===== src/rtl/fetch_pkg.sv =====
// Shared types for the instruction fetch unit: FSM states, queue entry
// layout and a saturating adder used by the optional perf counters.
package fetch_pkg;

    typedef enum logic [1:0] {
        IDLE  = 2'd0,
        REQ   = 2'd1,
        WAIT  = 2'd2,
        DRAIN = 2'd3
    } fetch_state_t;

    // Entries are sized for the widest supported XLEN; narrower builds
    // zero-extend, and the constant upper bits fall away in synthesis.
    localparam int FETCH_XLEN_MAX = 64;

    typedef struct packed {
        logic [FETCH_XLEN_MAX-1:0] pc;
        logic [FETCH_XLEN_MAX-1:0] instr;
    } fetch_entry_t;

    function automatic logic [31:0] sat_add32(input logic [31:0] a, input logic [31:0] b);
        logic [32:0] sum;
        sum = {1'b0, a} + {1'b0, b};
        return sum[32] ? 32'hFFFF_FFFF : sum[31:0];
    endfunction

endpackage


===== src/rtl/fetch_queue.sv =====
// Power-of-two circular instruction queue with flush; a simultaneous push
// and pop on a full queue is accepted and leaves the count unchanged.
module fetch_queue #(
    parameter int  DEPTH   = 4,
    parameter type entry_t = logic [63:0]
) (
    input  logic                   clk,
    input  logic                   rst,
    input  logic                   push,
    input  entry_t                 push_data,
    input  logic                   pop,
    input  logic                   flush,
    output entry_t                 head,
    output logic                   full,
    output logic                   empty,
    output logic [$clog2(DEPTH):0] count
);

    localparam int AW = $clog2(DEPTH);
    localparam logic [AW-1:0] PTR_ONE = AW'(1);
    localparam logic [AW:0]   CNT_ONE = (AW + 1)'(1);

    entry_t        mem [DEPTH];
    logic [AW-1:0] rd_ptr;
    logic [AW-1:0] wr_ptr;
    logic          do_push;
    logic          do_pop;

    assign full    = (count == (AW + 1)'(DEPTH));
    assign empty   = (count == '0);
    assign do_pop  = pop && !empty && !flush;
    assign do_push = push && (!full || do_pop) && !flush;

    // NOTE: non-blocking assignments for every register so all flops sample the same pre-edge values.
    always_ff @(posedge clk) begin
        if (rst || flush) begin
            rd_ptr <= '0;
            wr_ptr <= '0;
            count  <= '0;
        end else begin
            if (do_push) wr_ptr <= wr_ptr + PTR_ONE;
            if (do_pop)  rd_ptr <= rd_ptr + PTR_ONE;
            case ({do_push, do_pop})
                2'b10:   count <= count + CNT_ONE;
                2'b01:   count <= count - CNT_ONE;
                default: ;
            endcase
        end
    end

    // NOTE: storage is deliberately not reset; count and pointers alone decide which entries are valid.
    always_ff @(posedge clk) begin
        if (do_push) mem[wr_ptr] <= push_data;
    end

    assign head = mem[rd_ptr];

endmodule


===== src/rtl/fetch_unit.sv =====
// Instruction fetch unit: one outstanding memory request, queued responses
// to decode, redirect flush. Define FETCH_PERF_CNT_EN for perf counters.
module fetch_unit
    import fetch_pkg::*;
#(
    parameter int              XLEN     = 32,
    parameter int              IQ_DEPTH = 4,
    parameter logic [XLEN-1:0] RESET_PC = '0
) (
    input  logic            clk,
    input  logic            rst,
    input  logic            redirect_valid,
    input  logic [XLEN-1:0] redirect_pc,
    output logic            imem_req_valid,
    input  logic            imem_req_ready,
    output logic [XLEN-1:0] imem_req_addr,
    input  logic            imem_rsp_valid,
    input  logic [XLEN-1:0] imem_rsp_data,
    output logic            if_valid,
    input  logic            if_ready,
    output logic [XLEN-1:0] if_pc,
    output logic [XLEN-1:0] if_instr
`ifdef FETCH_PERF_CNT_EN
    ,
    output logic [31:0]     perf_fetched,
    output logic [31:0]     perf_flushed
`endif
);

    localparam int CW = $clog2(IQ_DEPTH) + 1;

    if (IQ_DEPTH < 2 || (IQ_DEPTH & (IQ_DEPTH - 1)) != 0) begin : g_bad_depth
        $error("fetch_unit: IQ_DEPTH must be a power of two and at least 2");
    end
    if (XLEN > FETCH_XLEN_MAX) begin : g_bad_xlen
        $error("fetch_unit: XLEN exceeds FETCH_XLEN_MAX");
    end

    fetch_state_t    state;
    fetch_state_t    state_nxt;
    logic [XLEN-1:0] pc;
    logic [XLEN-1:0] req_pc;
    logic            rst_stale;
    logic            req_valid_c;
    logic            accept;
    logic            push;
    logic            pop;
    logic            q_full;
    logic            q_empty;
    logic [CW-1:0]   q_count;
    fetch_entry_t    q_head;
    fetch_entry_t    push_entry;

    assign accept = imem_req_valid && imem_req_ready;
    assign pop    = if_valid && if_ready && !redirect_valid;

    // A WAIT-cycle request may go out only if the arriving response plus the new one still fit.
    // rst_stale holds off requests until the response abandoned by a reset has been swallowed.
    always_comb begin
        req_valid_c = 1'b0;
        case (state)
            REQ:     req_valid_c = !q_full && !rst_stale;
            WAIT:    req_valid_c = imem_rsp_valid && (q_count < CW'(IQ_DEPTH - 1));
            default: req_valid_c = 1'b0;
        endcase
    end

    // NOTE: every output of this block gets a default first, so no path can infer a latch.
    always_comb begin
        state_nxt = state;
        push      = 1'b0;
        case (state)
            IDLE:  state_nxt = REQ;
            REQ:   if (accept) state_nxt = WAIT;
            WAIT:  if (imem_rsp_valid) begin
                       push      = 1'b1;
                       state_nxt = accept ? WAIT : REQ;
                   end
            DRAIN: if (imem_rsp_valid) state_nxt = REQ;
            default: state_nxt = IDLE;
        endcase
        // Drain only if a request will still be in flight after this cycle.
        if (redirect_valid) begin
            if (accept || ((state == WAIT || state == DRAIN) && !imem_rsp_valid))
                state_nxt = DRAIN;
            else
                state_nxt = REQ;
        end
    end

    always_ff @(posedge clk) begin
        if (rst) begin
            state <= IDLE;
            pc    <= RESET_PC;
        end else begin
            state <= state_nxt;
            if (redirect_valid) pc <= redirect_pc;
            else if (accept)    pc <= pc + XLEN'(4);
        end
    end

    always_ff @(posedge clk) begin
        if (accept) req_pc <= pc;
    end

    always_ff @(posedge clk) begin
        if (rst)
            rst_stale <= (rst_stale || state == WAIT || state == DRAIN) && !imem_rsp_valid;
        else if (imem_rsp_valid)
            rst_stale <= 1'b0;
    end

    assign push_entry.pc    = FETCH_XLEN_MAX'(req_pc);
    assign push_entry.instr = FETCH_XLEN_MAX'(imem_rsp_data);

    fetch_queue #(
        .DEPTH   (IQ_DEPTH),
        .entry_t (fetch_entry_t)
    ) u_queue (
        .clk       (clk),
        .rst       (rst),
        .push      (push),
        .push_data (push_entry),
        .pop       (pop),
        .flush     (redirect_valid),
        .head      (q_head),
        .full      (q_full),
        .empty     (q_empty),
        .count     (q_count)
    );

    assign imem_req_valid = req_valid_c && !rst;
    assign imem_req_addr  = rst ? RESET_PC : pc;
    assign if_valid       = !q_empty && !rst;
    assign if_pc          = rst ? RESET_PC : q_head.pc[XLEN-1:0];
    assign if_instr       = q_head.instr[XLEN-1:0];

    if (XLEN < FETCH_XLEN_MAX) begin : g_pad
        logic unused_pad;
        assign unused_pad = ^{q_head.pc[FETCH_XLEN_MAX-1:XLEN], q_head.instr[FETCH_XLEN_MAX-1:XLEN]};
    end

`ifdef FETCH_PERF_CNT_EN
    always_ff @(posedge clk) begin
        if (rst) begin
            perf_fetched <= '0;
            perf_flushed <= '0;
        end else begin
            if (pop)            perf_fetched <= sat_add32(perf_fetched, 32'd1);
            if (redirect_valid) perf_flushed <= sat_add32(perf_flushed, 32'(q_count));
        end
    end
`endif

endmodule

===== config.mk =====
export PLATFORM = sky130hd
export DESIGN_NAME = fetch_unit
export DESIGN_NICKNAME = d
export VERILOG_FILES = /design/src/rtl/fetch_pkg.sv /design/src/rtl/fetch_queue.sv /design/src/rtl/fetch_unit.sv
export SDC_FILE = /design/constraint.sdc
export NUM_CORES = 1
export LEC_CHECK = 0
export BUFFER_PORTS_ARGS = -buffer_cell sky130_fd_sc_hd__buf_2
export CAP_MARGIN = 20
export CORE_UTILIZATION = 25
export CTS_CLUSTER_DIAMETER = 100
export DETAILED_ROUTE_END_ITERATION = 10
export SLEW_MARGIN = 20
export SYNTH_ARGS = -nofsm -noshare
export SYNTH_HDL_FRONTEND = slang
export SYNTH_SLANG_ARGS = --single-unit

===== constraint.sdc =====
create_clock -name clk -period 6.2 [get_ports clk]
set_clock_uncertainty 0.1 [all_clocks]
set_input_delay 1.24 -clock clk [delete_from_list [all_inputs] [get_ports clk]]
set_output_delay 1.24 -clock clk [all_outputs]
set_load 0.005 [all_outputs]

Word-level counts from Yosys, hierarchy flattened
Memory sizes are Yosys's and may differ from the RTL's. A register that Yosys moved wholly into a read port is not among the register bits.
Index checks and enable logic that the tools add are counted.
Cells by class
  $lt $le $gt $ge: 1
  equality and inequality tests: 9
  reductions and logical operators: 31
  muxes and demuxes: 21
  add/sub/neg operators: 5
Operators by type and width (count)
  $mux 32: 4
  $add 32x3->32 const B: 1
  $mux 2: 8
  $logic_and 1x1->1: 13
  $ne 3x3->1 const B: 3
  $pmux 2 s4: 1
  $eq 2x2->1 const B: 3
  $logic_not 1->1: 6
  $logic_or 1x1->1: 6
  $mux 1: 6
  $pmux 3 s2: 1
  $reduce_bool 2->1: 3
  $add 2x1->2 const B: 2
  $eq 2x1->1 const B: 2
  $add 3x1->3 const B: 1
  $eq 3x3->1 const B: 1
  $logic_not 3->1: 1
  $lt 3x2->1 const B: 1
  $reduce_and 3->1: 1
  $sub 3x1->3 const B: 1
  $logic_not 2->1: 1
  $pmux 1 s2: 1
Word-level totals
  output and inout bits: 98
  flip-flop bits (word level): 74
  memories kept: 1
  RAM bits: 256
  bits of input ports: 70
  logic and storage cells: 75
Memories
  u_queue.mem: depth 4, bits a word 64, rd ports 1, clocked after Yosys merged registers in 1, write ports 1, line fetch_queue.sv:23  | entry_t mem [DEPTH];

Depth between registers and ports, before layout
  word-level depth: 12
  depth in mapped cells: 11
  gate-level depth less buffers: 11

Hierarchy
Synthesis repeated with hierarchy kept, for this count alone.
Unflattened totals
  cell total of the unflattened synthesis: 1099
  area total of the unflattened synthesis: 22404.0 um2
By module, submodules not included
  fetch_queue: area an instance 18901.9 um2, cells an instance 725, times used 1, sequential area each 15554.9 um2
  fetch_unit: area an instance 3502.1 um2, cells an instance 374, times used 1, sequential area each 1671.6 um2

Least setup slack after synthesis
Ideal clock, no wire load.
  path type: input-to-reg
  from: input rst
  to: memory u_queue.mem[0][0] (netlist bit), enable pin
  library setup time: 0.429 ns
  path slack: 2.205 ns
  data arrival time: 3.466 ns
  cell stages on the path: 5
  path buffers: 1
  data required time: 5.671 ns
  path through: clkbuf_1 -> inv_1 -> a21oi_1 -> nor3_1 -> and2_1
Between the ends
  word-level cells in the longest chain between the ends: 11
Ends and longest elaborated chain
  from (decl): line fetch_unit.sv:11  | input logic rst,
  $logic_not 1->1: line fetch_unit.sv:134  | assign if_valid = !q_empty && !rst;
  $logic_and 1x1->1: line fetch_unit.sv:134
  $logic_and 1x1->1 (2 in a row): line fetch_unit.sv:55  | assign pop = if_valid && if_ready && !redirect_valid;
  $logic_and 1x1->1 (2 in a row): line fetch_queue.sv:31  | assign do_pop = pop && !empty && !flush;
  $logic_or 1x1->1: line fetch_queue.sv:32  | assign do_push = push && (!full || do_pop) && !flush;
  $logic_and 1x1->1 (2 in a row): line fetch_queue.sv:32
  $mux 1: line fetch_queue.sv:53  | if (do_push) mem[wr_ptr] <= push_data;
  $mux 1 (not written as such): line fetch_queue.sv:53
  to (decl): line fetch_queue.sv:23
No other way between the ends.

==> qor.yml <==
timing.rr.start: "state[0]$_SDFFE_PP0P_"
ys_ff_latch: 332
antenna_found_initial: 2
leakagePower_nw: 5.13
layout.nets: 990
rows: 83
critPathRequiredTime_ns: 4.86
grt_overflow: 0
drv_slew: 0
grt_usage: 0.118
cp_cell_sequence: "buf_4 -> mux4_2 -> and2_1 -> buf_2"
path_clk_slew_ns: 0.06
finalWirelength_mm: 31.8
port_buffers: 167
hold_end: "req_pc[0]$_DFFE_PP_"
area_growth_syn_to_layout_pct: 19.8
die_x_um: 232
dieHeight_um: 232
min_path_cells: 0
synth_edf_count: 289
post_cts_buffers: 0
place.gp.congestion: 0.775
root_buffer: "clkbuf_16"
hold_buffers: 0
ys_seq_area_frac: 0.723
grt_max_degree: 65
totalNegativeSetupSlack_ns: 0
clock_latency_ns: 0.52
cpPeakStageDelay_ns: 0.84
critPathArrivalTime_ns: 2.74
fmax_ghz: 0.245
cts_buffer_depth: 3
rsz0062_at_grt: "no"
dieArea_um2: 53700
reg2reg_depth: 8
postRouteAntennaNets: 0
n_antenna_cell: 0
cts_sinks: 332
yosys.area.top_type: "edfxtp_1"
slowest_stage: "dfxtp_4"
post-place-ws_ns: 2.17
end_kind: "output port"
dp_hpwl_mm: 20.7
synth-main-ff-cell: "edfxtp_1"
syn_area_per_cell_um2: 17.8
rr_endpoint: "pc[4]$_SDFFE_PP0P_"
regToRegSetupSlack_ns: 3.06
vias_per_cell: 4.40
min_from: "pc[0]$_SDFFE_PP0P_"
syn_area_um2: 13200
setup_violations: 0
synth_nets: 819
hold_viol_final: 0
path_max_fanout: 36
drc: 0
p_per_area_nw_per_um2: 289
min_path_type: "flip-flop to flip-flop"
ir_drop_v: 0.000137
cts_tree: "yes"
cts_made_buffers: 34
relSlewSlack: 0.281
grt_pass1_wl_mm: 46.7
core_area_um2: 51700
async_flop_share: 0
first_iter_violations: 517
worst_pin_slew_ns: 1.08
grt_pass1_vias: 7146
synthTopCellsByArea: "edfxtp_1 66%, mux4_2 11%, dfxtp_1 6.5%, and2_1 2.0%, xnor2_1 1.9%"
syn-instance-count: 739
first_pass_iters: 5
fin_crit_ns: 4.08
synth_warnings: 0
path_class: "flip-flop to output port"
drv_cap: 0
synth_cell_type_count: 55
status: "finished clean"
cts_max_level: 2
period_share: 0.659
wl_per_cell_um: 19.7
cp-start-kind: "flip-flop"
vias: 7085
io_pins: 168
initial_core_util: 0.255
drive_gt1_frac: 0.337
cts_repair_resize_count: 0
setup_slack_ns: 2.12
synth_top_area_frac: 0.658
cells in the final DEF (no fill, tap or decap), types with 3 or more instances in the layout:
cell,count
nor2b_1,32
or2_2,3
a31oi_1,6
buf_2,167
mux2i_1,3
inv_1,12
edfxtp_1,289
or3_1,3
nor2_1,38
and2_1,38
clkbuf_16,35
buf_4,8
dfxtp_1,41
clkinv_1,5
clkbuf_1,8
ha_1,9
o21ai_0,5
nor4_2,5
and4_1,4
nand3_1,12
clkinv_2,4
nand2_1,16
nor3_1,9
mux4_2,64
a21oi_1,8
a211oi_1,16
nor4_1,7
xor2_1,4
and2_4,4
o22ai_1,6
xnor2_1,29
worst max-delay path by stage:
stage              startpoint                            end  slack (ns)  depth (start not counted)
5_1_grt             flip-flop                       if_pc[5]        1.89                          4
3_5_place_dp              rst  u_queue.count[2]$_SDFFE_PP0P_        2.17                         10
3_3_place_gp   imem_rsp_valid                 imem_req_valid        2.23                          6
4_1_cts             flip-flop                       if_pc[5]        1.99                          4
2_1_floorplan             rst    u_queue.mem[0][0]$_DFFE_PP_        2.21                          5
6_report            flip-flop                       if_pc[5]        2.12                          4
metal layers:
metal / global-route usage / part of all wire / vias to the layer above
met5: 0 / 0 / -
met3: 0.0215 / 0.057 / 36
met2: 0.191 / 0.48 / 249
li1: - / - / 3225
met1: 0.163 / 0.45 / 3575
met4: 0.0273 / 0.014 / 0
Yosys cell counts (3+ instances only):
library cell	number
nor4_2	5
xnor2_1	29
mux2i_1	3
mux4_2	64
nor3_1	9
nand2_1	16
or3_1	3
xor2_1	4
inv_1	12
nor2b_1	32
nor2_1	38
a21oi_1	8
clkbuf_1	28
nor4_1	7
o22ai_1	6
ha_1	9
nand3_1	12
or2_2	3
a211oi_1	16
and2_1	42
edfxtp_1	289
dfxtp_1	43
and4_1	4
o21ai_0	5
a31oi_1	6
buf_2	9
per-stage QoR:
stage	cell area (µm²)	power (mW)	util	hold slack, ns	cells
floorplan	13200	2.59	-	0.322	739
global placement	14800	2.67	0.286	0.344	1554
detailed placement	14800	2.68	0.286	0.341	1554
CTS	15800	4.62	0.306	0.356	1611
global route	15800	4.72	0.306	0.362	1611
finish	15800	4.57	0.306	0.359	1611
critical path: cells and delay by family, from the launching register on:
family                 cells  cell delay [ns]
buffers and inverters      2             0.56
muxes                      1             0.59
and+or+nand+nor            1             0.18
DFF                        1             0.84
layout make-up:
cell class / count / area [µm²]
multi-input cells: 353 / 3430
flip-flops and latches: 332 / 9550
clock buffers: 43 / 906
fillers: 5107 / 35900
clock inverters: 14 / 128
well taps: 680 / 851
repair buffers: 175 / 896
inverters: 14 / 52.6
power by group:
group          internal [mW]  switching [mW]  total [mW]
registers               2.44          0.0330        2.47
clock network           1.12           0.822        1.94
logic                 0.0649          0.0896       0.154
cells by family after synthesis:
logic type,share of synthesized area
flops,0.723
simple gates,0.0879
mux,0.112
buf+inv,0.0176
compound gates,0.0275
xor+xnor,0.0219
fa+ha+maj,0.0101
flip-flops by register name, summed over array words and instances (netlist names), named ones only:
name / flops
pc: 32
u_queue.count: 3
rst_stale: 1
req_pc: 32
u_queue.mem: 256
u_queue.wr_ptr: 2
state: 2
u_queue.rd_ptr: 2
Power figures use the tool's default switching activity.
